<file path="config.mk">
export PLATFORM = sky130hd
export DESIGN_NAME = ws2812_multi_tx
export DESIGN_NICKNAME = d
export VERILOG_FILES = /design/src/rtl/ws2812_multi_tx.sv
export SDC_FILE = /design/constraint.sdc
export NUM_CORES = 1
export LEC_CHECK = 0
export ABC_AREA = 1
export CORE_UTILIZATION = 45
export CTS_BUF_LIST = sky130_fd_sc_hd__clkbuf_8
export CTS_CLUSTER_SIZE = 20
export DETAILED_ROUTE_END_ITERATION = 8
export HOLD_SLACK_MARGIN = 0.02
export PLACE_DENSITY = 0.68
export SYNTH_ARGS = -nofsm -noshare
export SYNTH_HDL_FRONTEND = slang
export SYNTH_SLANG_ARGS = --single-unit
</file>
<file path="constraint.sdc">
create_clock -name clk -period 3.1 [get_ports clk]
set_input_delay 0.93 -clock clk [delete_from_list [all_inputs] [get_ports clk]]
set_output_delay 0.93 -clock clk [all_outputs]
set_load 0.02 [all_outputs]
</file>
<file path="src/rtl/ws2812_multi_tx.sv">
// ws2812_multi_tx: multi-channel WS2812 serialiser.
// Drives NUM_CH strips in lockstep from one pixel stream. Each accepted pixel word carries one
// BITS_PER_PIX-bit pixel per channel, sent MSB first. Pixels chain without gaps when offered in
// time; a mid-frame pixel that does not arrive within UNDERRUN_CLKS aborts the frame.
//
// Ports:
//   clk        system clock, rising edge
//   rst        synchronous active-high reset
//   start      one-cycle frame request, honoured only when idle
//   num_leds   pixels per channel for this frame, sampled on accepted start
//   ch_en      channel enable mask, sampled on accepted start
//   pix_valid  pix_data valid
//   pix_ready  block accepts pix_data this cycle
//   pix_data   channel c at [c*BITS_PER_PIX +: BITS_PER_PIX]
//   data       strip data lines
//   busy       frame in progress
//   frame_done one-cycle pulse at frame end
//   underrun   sticky abort flag, cleared on next accepted start
module ws2812_multi_tx #(
    parameter int unsigned NUM_CH        = 4,
    parameter int unsigned BITS_PER_PIX  = 24,
    parameter int unsigned T_BIT         = 63,
    parameter int unsigned T0H           = 20,
    parameter int unsigned T1H           = 40,
    parameter int unsigned RESET_CLKS    = 15000,
    parameter int unsigned UNDERRUN_CLKS = 2000
) (
    input  logic                           clk,
    input  logic                           rst,
    input  logic                           start,
    input  logic [11:0]                    num_leds,
    input  logic [NUM_CH-1:0]              ch_en,
    input  logic                           pix_valid,
    output logic                           pix_ready,
    input  logic [NUM_CH*BITS_PER_PIX-1:0] pix_data,
    output logic [NUM_CH-1:0]              data,
    output logic                           busy,
    output logic                           frame_done,
    output logic                           underrun
);

    localparam int unsigned PhW    = (T_BIT > 1) ? $clog2(T_BIT) : 1;
    localparam int unsigned BiW    = (BITS_PER_PIX > 1) ? $clog2(BITS_PER_PIX) : 1;
    localparam int unsigned CntMax = (RESET_CLKS > UNDERRUN_CLKS) ? RESET_CLKS : UNDERRUN_CLKS;
    localparam int unsigned CntW   = (CntMax > 1) ? $clog2(CntMax) : 1;

    localparam logic [PhW-1:0]  PhLast    = PhW'(T_BIT - 1);
    localparam logic [PhW-1:0]  T0hCnt    = PhW'(T0H);
    localparam logic [PhW-1:0]  T1hCnt    = PhW'(T1H);
    localparam logic [BiW-1:0]  BitLast   = BiW'(BITS_PER_PIX - 1);
    localparam logic [CntW-1:0] LatchLast = CntW'(RESET_CLKS - 1);
    localparam logic [CntW-1:0] WaitLast  = CntW'(UNDERRUN_CLKS - 1);

    typedef enum logic [1:0] {StIdle, StWait, StBit, StLatch} state_e;
    typedef logic [NUM_CH-1:0][BITS_PER_PIX-1:0] shift_t;

    state_e         state_q, state_d;
    logic [11:0]    leds_q, leds_d;      // pixels still to be accepted
    logic [NUM_CH-1:0] en_q, en_d;
    shift_t         shift_q, shift_d;    // MSB is the bit currently on the wire
    logic [PhW-1:0] phase_q, phase_d;
    logic [BiW-1:0] bit_q, bit_d;
    logic [CntW-1:0] cnt_q, cnt_d;       // shared wait / latch counter
    logic           underrun_q, underrun_d;
    logic           done_q, done_d;

    logic bit_end, pix_end, xfer;

    always_comb begin
        bit_end   = (state_q == StBit) && (phase_q == PhLast);
        pix_end   = bit_end && (bit_q == BitLast);
        // Offer the next pixel during the final cycle of the current one so it chains gaplessly.
        pix_ready = (state_q == StWait) || (pix_end && (leds_q != 12'd0));
        xfer      = pix_valid && pix_ready;
    end

    always_comb begin
        state_d    = state_q;
        leds_d     = leds_q;
        en_d       = en_q;
        shift_d    = shift_q;
        phase_d    = phase_q;
        bit_d      = bit_q;
        cnt_d      = cnt_q;
        underrun_d = underrun_q;
        done_d     = 1'b0;

        unique case (state_q)
            StIdle: begin
                if (start) begin
                    leds_d     = num_leds;
                    en_d       = ch_en;
                    underrun_d = 1'b0;
                    cnt_d      = '0;
                    state_d    = (num_leds == 12'd0) ? StLatch : StWait;
                end
            end
            StWait: begin
                if (xfer) begin
                    shift_d = pix_data;
                    leds_d  = leds_q - 12'd1;
                    phase_d = '0;
                    bit_d   = '0;
                    state_d = StBit;
                end else if (cnt_q == WaitLast) begin
                    underrun_d = 1'b1;
                    cnt_d      = '0;
                    state_d    = StLatch;
                end else begin
                    cnt_d = cnt_q + 1'b1;
                end
            end
            StBit: begin
                if (!bit_end) begin
                    phase_d = phase_q + 1'b1;
                end else if (!pix_end) begin
                    phase_d = '0;
                    bit_d   = bit_q + 1'b1;
                    for (int c = 0; c < int'(NUM_CH); c++) begin
                        shift_d[c] = {shift_q[c][BITS_PER_PIX-2:0], 1'b0};
                    end
                end else if (xfer) begin
                    shift_d = pix_data;
                    leds_d  = leds_q - 12'd1;
                    phase_d = '0;
                    bit_d   = '0;
                end else begin
                    cnt_d   = '0;
                    state_d = (leds_q != 12'd0) ? StWait : StLatch;
                end
            end
            StLatch: begin
                if (cnt_q == LatchLast) begin
                    cnt_d   = '0;
                    done_d  = 1'b1;
                    state_d = StIdle;
                end else begin
                    cnt_d = cnt_q + 1'b1;
                end
            end
            default: state_d = StIdle;
        endcase
    end

    always_ff @(posedge clk) begin
        if (rst) begin
            state_q    <= StIdle;
            leds_q     <= '0;
            en_q       <= '0;
            shift_q    <= '0;
            phase_q    <= '0;
            bit_q      <= '0;
            cnt_q      <= '0;
            underrun_q <= 1'b0;
            done_q     <= 1'b0;
        end else begin
            state_q    <= state_d;
            leds_q     <= leds_d;
            en_q       <= en_d;
            shift_q    <= shift_d;
            phase_q    <= phase_d;
            bit_q      <= bit_d;
            cnt_q      <= cnt_d;
            underrun_q <= underrun_d;
            done_q     <= done_d;
        end
    end

    // Lines are decoded from registered state only, so a reset drops them on the next edge.
    always_comb begin
        for (int c = 0; c < int'(NUM_CH); c++) begin
            data[c] = (state_q == StBit) && en_q[c] &&
                      (phase_q < (shift_q[c][BITS_PER_PIX-1] ? T1hCnt : T0hCnt));
        end
    end

    assign busy       = (state_q != StIdle);
    assign frame_done = done_q;
    assign underrun   = underrun_q;

endmodule
</file>
==> impl_metrics.toml, run 1 <==
[detailed_routing]
wl_met2_mm = 9.07
initialDrtViolationCount = 475
first_pass_iters = 4
vias_per_cell = 4.82
route.vias.total = 8247
wl_per_cell_um = 11.7
drc = 0
final_antenna_net_count = 0
wirelength_mm = 19.9
routed.top_layer = "met4"
wl_met3_um = 739
wl_met1_mm = 9.91

[floorplanning]
fp.dieArea_um2 = 18900
num_rows = 49
die_x_um = 137
core_area_um2 = 18000
io_pins = 124
initial_core_util_pct = 45.9
die_h_um = 137

[synth]
synth_area_leaders = "dfxtp_1 (34%), nor2_1 (25%), nand2_1 (15%)"
yosys_warnings = 0
synthCells = 1377
synthFlopType = "dfxtp_1"
synth_top_area_share_pct = 34.2
yosys-top-cells-count = "nor2_1 (550), nand2_1 (331), dfxtp_1 (141)"
synth_edf_count = 0
avgSynthCellArea_um2 = 5.99
syn_area_um2 = 8250
synth_seq_cells = 141
ys_types = 36
yosys.area.top_type = "dfxtp_1"
ys_seq_area_share_pct = 34.2
syn-num-nets = 1515
synth.most_common_cell = "nor2_1"
synthArstFlopShare_pct = 0

[finish]
antennaDiodeCount = 0
layout.nets = 1607
fin_util_pct = 54.9
syn_to_final_growth_pct = 19.5
fill_cells = 1890
drive_above_1_share_pct = 5.20

[placed_design]
pre_cts_slack_ps = 319
gp_congestion = 0.882
post-dp-hpwl_mm = 13.7
io_buffers = 123

[timing]
rsz0062_at_grt = "no"
slew_headroom_pct = 50.4
slew_violations = 0
worst_slew_pin_slew_ps = 745
timing.final.crit_share_pct = 96.6
fin_tns_setup_ps = 0
hold_violations = 0
finalSetupViolCount = 0
min_period_ps = 2990
skew_ps = 12.8
timing.final.ws_setup_ps = 107
max_freq_mhz = 334

[pwr]
power.leakage_nw = 4.52
ir_worst_vdd_mv = 0.416
power.density_nw_per_um2 = 817

[cts]
cts_buffers = 17
cts_resized = 6
root_buffer = "clkbuf_8"
clk_latency_ps = 450
ctsLongestPathBuffers = 2
post_cts_buffers = 0
cts_tree = "done"
cts_htree_levels = 4
clk_pin_slew_ps = 80
clock_sinks = 141
holdBufCountCts = 0

[critical_path]
cp_cell_sequence = "inv_1 -> ha_1 -> inv_1 -> clkdlybuf4s50_1"
crit_fanout = 5
crit_arrival_ps = 2060
slowest_delay_ps = 630
path_class = "reg2out"
cp.required_ps = 2170
crit_path_start_kind = "register"
critPathCaptureType = "output pin"
crit_path_top_delay_cell = "clkdlybuf4s50_1"
crit_top_cell = "inv_1"

[global_route]
grt_max_degree = 72
gr-usage-all-layers_pct = 21.7
antenna_found_initial = 0
grt_pass1_wl_mm = 32.9
grt_pass1_vias = 7189
grt_overflow_total = 0

[status]
outcome = "finished clean"

[run]
cap_violations = 0

[min_path]
hold_path.class = "reg2reg"
==> where the power goes <==
group	internal [mW]	total [mW]	switching, mW
Sequential	2.37	2.71	0.340
Combinational	1.41	3.86	2.45
Clock	0.696	1.48	0.779
==> path summary, 6_finish.rpt <==
path | startpoint | end | slack (ps) | cells past startpoint
setup reg to reg | state_q[0]$_SDFFE_PP0P_ | shift_q[45]$_SDFFE_PP0P_ | 620 | 13
hold / removal | shift_q[0]$_SDFFE_PP0P_ | shift_q[0]$_SDFFE_PP0P_ | 450 | 2
hold reg to reg | shift_q[0]$_SDFFE_PP0P_ | shift_q[0]$_SDFFE_PP0P_ | 450 | 2
setup / recovery | state_q[0]$_SDFFE_PP0P_ | busy | 110 | 4
==> cells by family (layout without fill, tap and decap cells) <==
group	count (synthesis)	count (layout)	share of synthesized area, %
AO/OA/AOI/OAI	72	72	4.76
adder cells (fa/ha/maj)	22	22	3.34
XOR/XNOR	3	3	0.319
flip-flops	141	141	34.2
buffers and inverters	148	253	9.59
AND/OR/NAND/NOR	991	991	47.8
==> flip-flops by register name, indices dropped and copies added (netlist names) <==
signal	flops
shift_q	96
en_q	4
phase_q	6
bit_q	5
frame_done	1
leds_q	12
underrun	1
cnt_q	14
state_q	2
==> layout make-up <==
| type | instances | area, µm² | area share, % |
|---|---|---|---|
| clock buffers | 19 | 262 | 2.65 |
| clock inverters | 13 | 128 | 1.29 |
| inverters | 81 | 313 | 3.17 |
| multi-input cells | 1088 | 4640 | 47.1 |
| flip-flops and latches | 141 | 2820 | 28.6 |
| well taps | 229 | 287 | 2.91 |
| repair buffers | 140 | 1400 | 14.2 |
==> layer usage <==
| metal | global-route usage (%) | vias to the layer above |
|---|---|---|
| met5 | 0 | - |
| met4 | 5.62 | 0 |
| met3 | 4.71 | 16 |
| met2 | 35.5 | 140 |
| met1 | 28.9 | 3688 |
| li1 | - | 4403 |
==> per-stage QoR <==
| step | cells | instance area (µm²) | hold WS, ps | total power, mW |
|---|---|---|---|---|
| 4_1_cts | 1711 | 9860 | 455 | 8.12 |
| 5_1_grt | 1711 | 9860 | 496 | 8.82 |
| 3_3_place_gp | 1679 | 9470 | 439 | 6.57 |
| 2_1_floorplan | 1377 | 8250 | 429 | 5.86 |
| 6_report | 1711 | 9860 | 454 | 8.05 |
| 3_5_place_dp | 1679 | 9470 | 442 | 6.64 |
==> worst max-delay path: cells and delay by family (launching register included) <==
kind	cells	cell delay (ps)
buffers and inverters	3	900
flip-flops	1	410
adder cells (fa/ha/maj)	1	310
==> cell usage in the layout, fill, tap and decap left out, drive strengths merged <==
cell,instances
nor2,558
nand2,339
dfxtp,141
clkdlybuf4s50,117
inv,87
nand3,67
o21ai,30
a21oi,28
ha,22
clkbuf,19
buf,18
nor3,10
nand4,7
clkinv,6
o211ai,5
dlygate4sd2,5
nor4,4
o21a,4
or2,3
xor2,3
a31oi,2
o31ai,1
nand3b,1
nor3b,1
and2,1
o21bai,1
a21boi,1
bufinv,1
(Power assumes the default switching activity.)
==> run 2: changes to the inputs <==
CORE_MARGIN = 3   (was not set)
SKIP_LAST_GASP = 1   (was not set)
==> run 2 against run 1 <==
Clock power increased by 3%. Setup slack improved by 88 ps. Non-clock buffer count decreased by 1. Critical path depth increased by 3. Via count decreased by 0.12%. Critical path type unchanged. Highest routed layer unchanged.
==> impl_metrics.toml, run 2 (synthesized netlist as in run 1, its figures left out) <==
[status]
outcome = "finished clean"

[placed_design]
io_buffers = 123
gp_congestion = 0.922
post-dp-hpwl_mm = 14.1

[floorplanning]
num_rows = 48
die_x_um = 141
core_area_um2 = 17600
io_pins = 124
fp.dieArea_um2 = 20000
die_h_um = 141
initial_core_util_pct = 46.9

[detailed_routing]
route.vias.total = 8237
wirelength_mm = 20.4
vias_per_cell = 4.83
wl_per_cell_um = 12.0
final_antenna_net_count = 0
initialDrtViolationCount = 600
first_pass_iters = 5
drc = 0

[finish]
antennaDiodeCount = 0
layout.nets = 1606
regMostFlops = "shift_q"
fill_cells = 1851
fin_util_pct = 56.1
syn_to_final_growth_pct = 19.8
drive_above_1_share_pct = 5.13
final_common_cell = "nor2_1"
reg_top3 = "shift_q: 96 flops, cnt_q: 14 flops, leds_q: 12 flops"
final_cell_mix = "nor2_1 (550), nand2_1 (331), dfxtp_1 (139)"
largest_reg_flops = 96

[global_route]
antenna_found_initial = 0
grt_overflow_total = 0
gr-usage-all-layers_pct = 20.4
grt_max_degree = 90
grt_pass1_wl_mm = 34.3
grt_pass1_vias = 7498

[critical_path]
critPathBufInv = 2
cp.required_ps = 2170
cp_cell_sequence = "inv_1 -> ha_1 -> o21a_1 -> o211ai_1 -> nand2_1 -> nor2_1 -> clkdlybuf4s15_1"
crit_path_top_delay_cell = "dfxtp_1"
path_class = "reg2out"
crit_arrival_ps = 1980
critPathTopFamily = "flip-flops"
crit_path_start_kind = "register"
critPathCaptureType = "output pin"
crit_fanout = 4
slowest_delay_ps = 390

[cts]
clk_latency_ps = 460
cts_htree_levels = 4
ctsLongestPathBuffers = 2
post_cts_buffers = 0
clock_sinks = 141
clk_pin_slew_ps = 80
cts_tree = "done"
root_buffer = "clkbuf_8"
cts_buffers = 17

[timing]
hold_violations = 0
worst_slew_pin_slew_ps = 884
skew_ps = 16.6
timing.final.crit_share_pct = 93.7
min_period_ps = 2910
rsz0062_at_grt = "no"
max_freq_mhz = 344
slew_violations = 0
finalSetupViolCount = 0
slew_headroom_pct = 41.1
fin_tns_setup_ps = 0

[pwr]
power.density_nw_per_um2 = 823
power.leakage_nw = 4.52
ir_worst_vdd_mv = 0.407

[run]
cap_violations = 0

[min_path]
hold_path.class = "reg2reg"
==> run 2: layout make-up <==
class                      instances  area [µm²]  area share, %
clock buffer                      18         248           2.51
clock inverter                    14         159           1.61
inverter                          81         313           3.17
multi-input combinational       1088        4640           47.0
sequential                       141        2830           28.6
tap                              225         282           2.85
timing repair buffer             139        1410           14.3
==> run 2: stage by stage <==
step / power [mW] / instance area, µm² / cells / setup WS, ps / hold slack (ps)
final: 8.13 / 9880 / 1706 / 195 / 454
after global placement: 6.58 / 9470 / 1674 / 388 / 437
after global routing: 8.94 / 9880 / 1706 / 1.78 / 495
after CTS: 8.19 / 9880 / 1706 / 61.8 / 456
after floorplan: 5.86 / 8250 / 1377 / 896 / 429
after detailed placement: 6.65 / 9470 / 1674 / 336 / 444
==> run 2: metal layers <==
metal / share of wire [%] / GRT usage [%]
met5: 0 / 0
met3: 5.2 / 5.19
met4: 0.80 / 4.34
met2: 46 / 33.8
met1: 47 / 27.1
==> run 2: path summary, 6_finish.rpt <==
path / startpoint / depth (start not counted) / end / slack, ps
max: shift_q[23]$_SDFFE_PP0P_ / 7 / data[0] / 190
min: shift_q[0]$_SDFFE_PP0P_ / 2 / shift_q[0]$_SDFFE_PP0P_ / 450
max reg2reg: state_q[0]$_SDFFE_PP0P_ / 12 / shift_q[5]$_SDFFE_PP0P_ / 640
min reg2reg: shift_q[0]$_SDFFE_PP0P_ / 2 / shift_q[0]$_SDFFE_PP0P_ / 450
==> run 2: power breakdown <==
| group | internal, mW | switching [mW] |
|---|---|---|
| Sequential | 2.37 | 0.344 |
| Combinational | 1.42 | 2.47 |
| Clock | 0.753 | 0.778 |
| Total | 4.55 | 3.59 |
==> run 2: timing repair <==
item                       4_1_cts  5_1_grt
hold buffers                     0        0
setup endpoints to repair        5        2
resized for setup                7        2
==> run 2: worst register-to-register path: stages, from the launching register on <==
cell and delay (ps):
dfxtp_1 410, inv_1 110, ha_1 240, nand3_2 80
nor2_1 50, nand2_2 80, nand2_4 80, clkinv_2 160
buf_4 720, nor2_2 230, nand2_1 120, nand2_1 60
nor2_1 80
==> run 3: changes to the inputs <==
GPL_ROUTABILITY_DRIVEN = 0   (was not set)
==> run 3 against run 2 <==
First-iteration DRC count down 17%. Cell area down 0.24%. Register-to-register slack better by 20 ps. Sequential power about the same. Combinational power about the same. Hold slack better by 11 ps. Non-clock buffer count up 1. Wire length down 1.0%.
==> impl_metrics.toml, run 3 (synthesized netlist as in run 1, its figures left out) <==
[global_route]
antenna_found_initial = 0
grt_max_degree = 90
grt_overflow_total = 0
gr-usage-all-layers_pct = 20.5
grt_pass1_vias = 7368
grt_pass1_wl_mm = 34.3

[finish]
drive_above_1_share_pct = 5.13
largest_reg_flops = 96
fin_util_pct = 56.0
fill_cells = 1835
final_cell_mix = "nor2_1 (550), nand2_1 (331), dfxtp_1 (140)"
layout.nets = 1607
antennaDiodeCount = 0
final_common_cell = "nor2_1"
reg_top3 = "shift_q: 96 flops, cnt_q: 14 flops, leds_q: 12 flops"
regMostFlops = "shift_q"
syn_to_final_growth_pct = 19.5
layout.cells.non_filler = 1706

[timing]
hold_violations = 0
max_freq_mhz = 349
timing.final.crit_share_pct = 92.5
slew_violations = 0
skew_ps = 16.8
fin_tns_setup_ps = 0
worst_slew_pin_slew_ps = 882
whs_ps = 464
rsz0062_at_grt = "no"
slew_headroom_pct = 41.2
min_period_ps = 2870
finalSetupViolCount = 0

[cts]
clk_latency_ps = 450
cts_buffers = 17
cts_tree = "done"
holdBufCountCts = 0
ctsLongestPathBuffers = 2
root_buffer = "clkbuf_8"
clk_pin_slew_ps = 80
cts_htree_levels = 4
clock_sinks = 141

[floorplanning]
core_area_um2 = 17600
num_rows = 48
io_pins = 124
die_h_um = 141
fp.dieArea_um2 = 20000
initial_core_util_pct = 46.9
die_x_um = 141

[critical_path]
reg2reg_to = "shift_q[6]$_SDFFE_PP0P_"
crit_arrival_ps = 1940
crit_path_start_kind = "register"
reg2reg_from = "state_q[0]$_SDFFE_PP0P_"
startpoint = "shift_q[95]$_SDFFE_PP0P_"
reg2regPathDepth = 12
r2r_slack_ps = 660
critPathCaptureType = "output pin"
cp.required_ps = 2170
crit_fanout = 4
path_class = "reg2out"
crit_path_end = "data[3]"

[run]
cap_violations = 0

[detailed_routing]
drc = 0
vias_per_cell = 4.80
wl_per_cell_um = 11.9
final_antenna_net_count = 0
first_pass_iters = 6
initialDrtViolationCount = 497
route.vias.total = 8187
wirelength_mm = 20.2

[placed_design]
post-dp-hpwl_mm = 14.1
io_buffers = 123
place_inst = 1675

[pwr]
power_mw = 8.00
power.density_nw_per_um2 = 812
ir_worst_vdd_mv = 0.408
power.leakage_nw = 4.53

[min_path]
hold_path.class = "reg2reg"

[status]
outcome = "finished clean"
## run 3: changes by cell type in the layout (fill, tap and decap cells not counted), sizes merged
cell / delta
clkbuf: +2
clkinv: +4
buf: +1
dlymetal6s2s: +1
bufinv: -1
clkdlybuf4s15: -1
inv: -5
clkinvlp: -1
## run 3: metal layers
layer	global-route usage [%]	up-vias	share of wire [%]
met1	28.3	3597	49
met2	32.9	177	45
met4	4.95	0	0.49
li1	-	4407	-
met3	4.45	6	5.1
met5	0	-	0
## run 3: worst min-delay path by stage
stage | from | end | depth (start not counted)
2_1_floorplan | shift_q[0]$_SDFFE_PP0P_ | shift_q[0]$_SDFFE_PP0P_ | 2
3_3_place_gp | shift_q[0]$_SDFFE_PP0P_ | shift_q[0]$_SDFFE_PP0P_ | 2
3_5_place_dp | shift_q[0]$_SDFFE_PP0P_ | shift_q[0]$_SDFFE_PP0P_ | 2
4_1_cts | shift_q[0]$_SDFFE_PP0P_ | shift_q[0]$_SDFFE_PP0P_ | 2
5_1_grt | shift_q[72]$_SDFFE_PP0P_ | shift_q[72]$_SDFFE_PP0P_ | 2
6_report | shift_q[72]$_SDFFE_PP0P_ | shift_q[72]$_SDFFE_PP0P_ | 2
## run 3: worst max-delay path: stages (launching register included)
cell and delay [ps]:
dfxtp_1 390, inv_1 80, ha_1 290, o21a_1 100, o211ai_1 160, nand2_1 70
nor2_1 80, dlygate4sd2_1 330
## run 3: final cells by class
type                    count  area [µm²]  area share [%]
clock buffers              20         275            2.79
clock inverters            11         111            1.13
inverters                  81         313            3.17
multi-input cells        1088        4640            47.1
flip-flops and latches    141        2820            28.7
well taps                 225         282            2.86
repair buffers            140        1410            14.3
## run 3: power breakdown
group	leakage, nW	switching, mW	internal [mW]
registers	1.15	0.341	2.37
logic	3.19	2.45	1.40
clock network	0.192	0.727	0.703
## run 3: what timing repair did
action / 4_1_cts / 5_1_grt
hold endpoints to repair: 0 / 0
endpoints found under the setup margin: 5 / 2
resized for setup: 5 / 2
buffers inserted: 0 / 0
## run 3: per-stage QoR
stage,setup slack [ps],instance area (µm²)
6_report,232,9860
5_1_grt,56.5,9860
4_1_cts,-96.0,9850
3_5_place_dp,331,9470
2_1_floorplan,896,8250
3_3_place_gp,384,9470
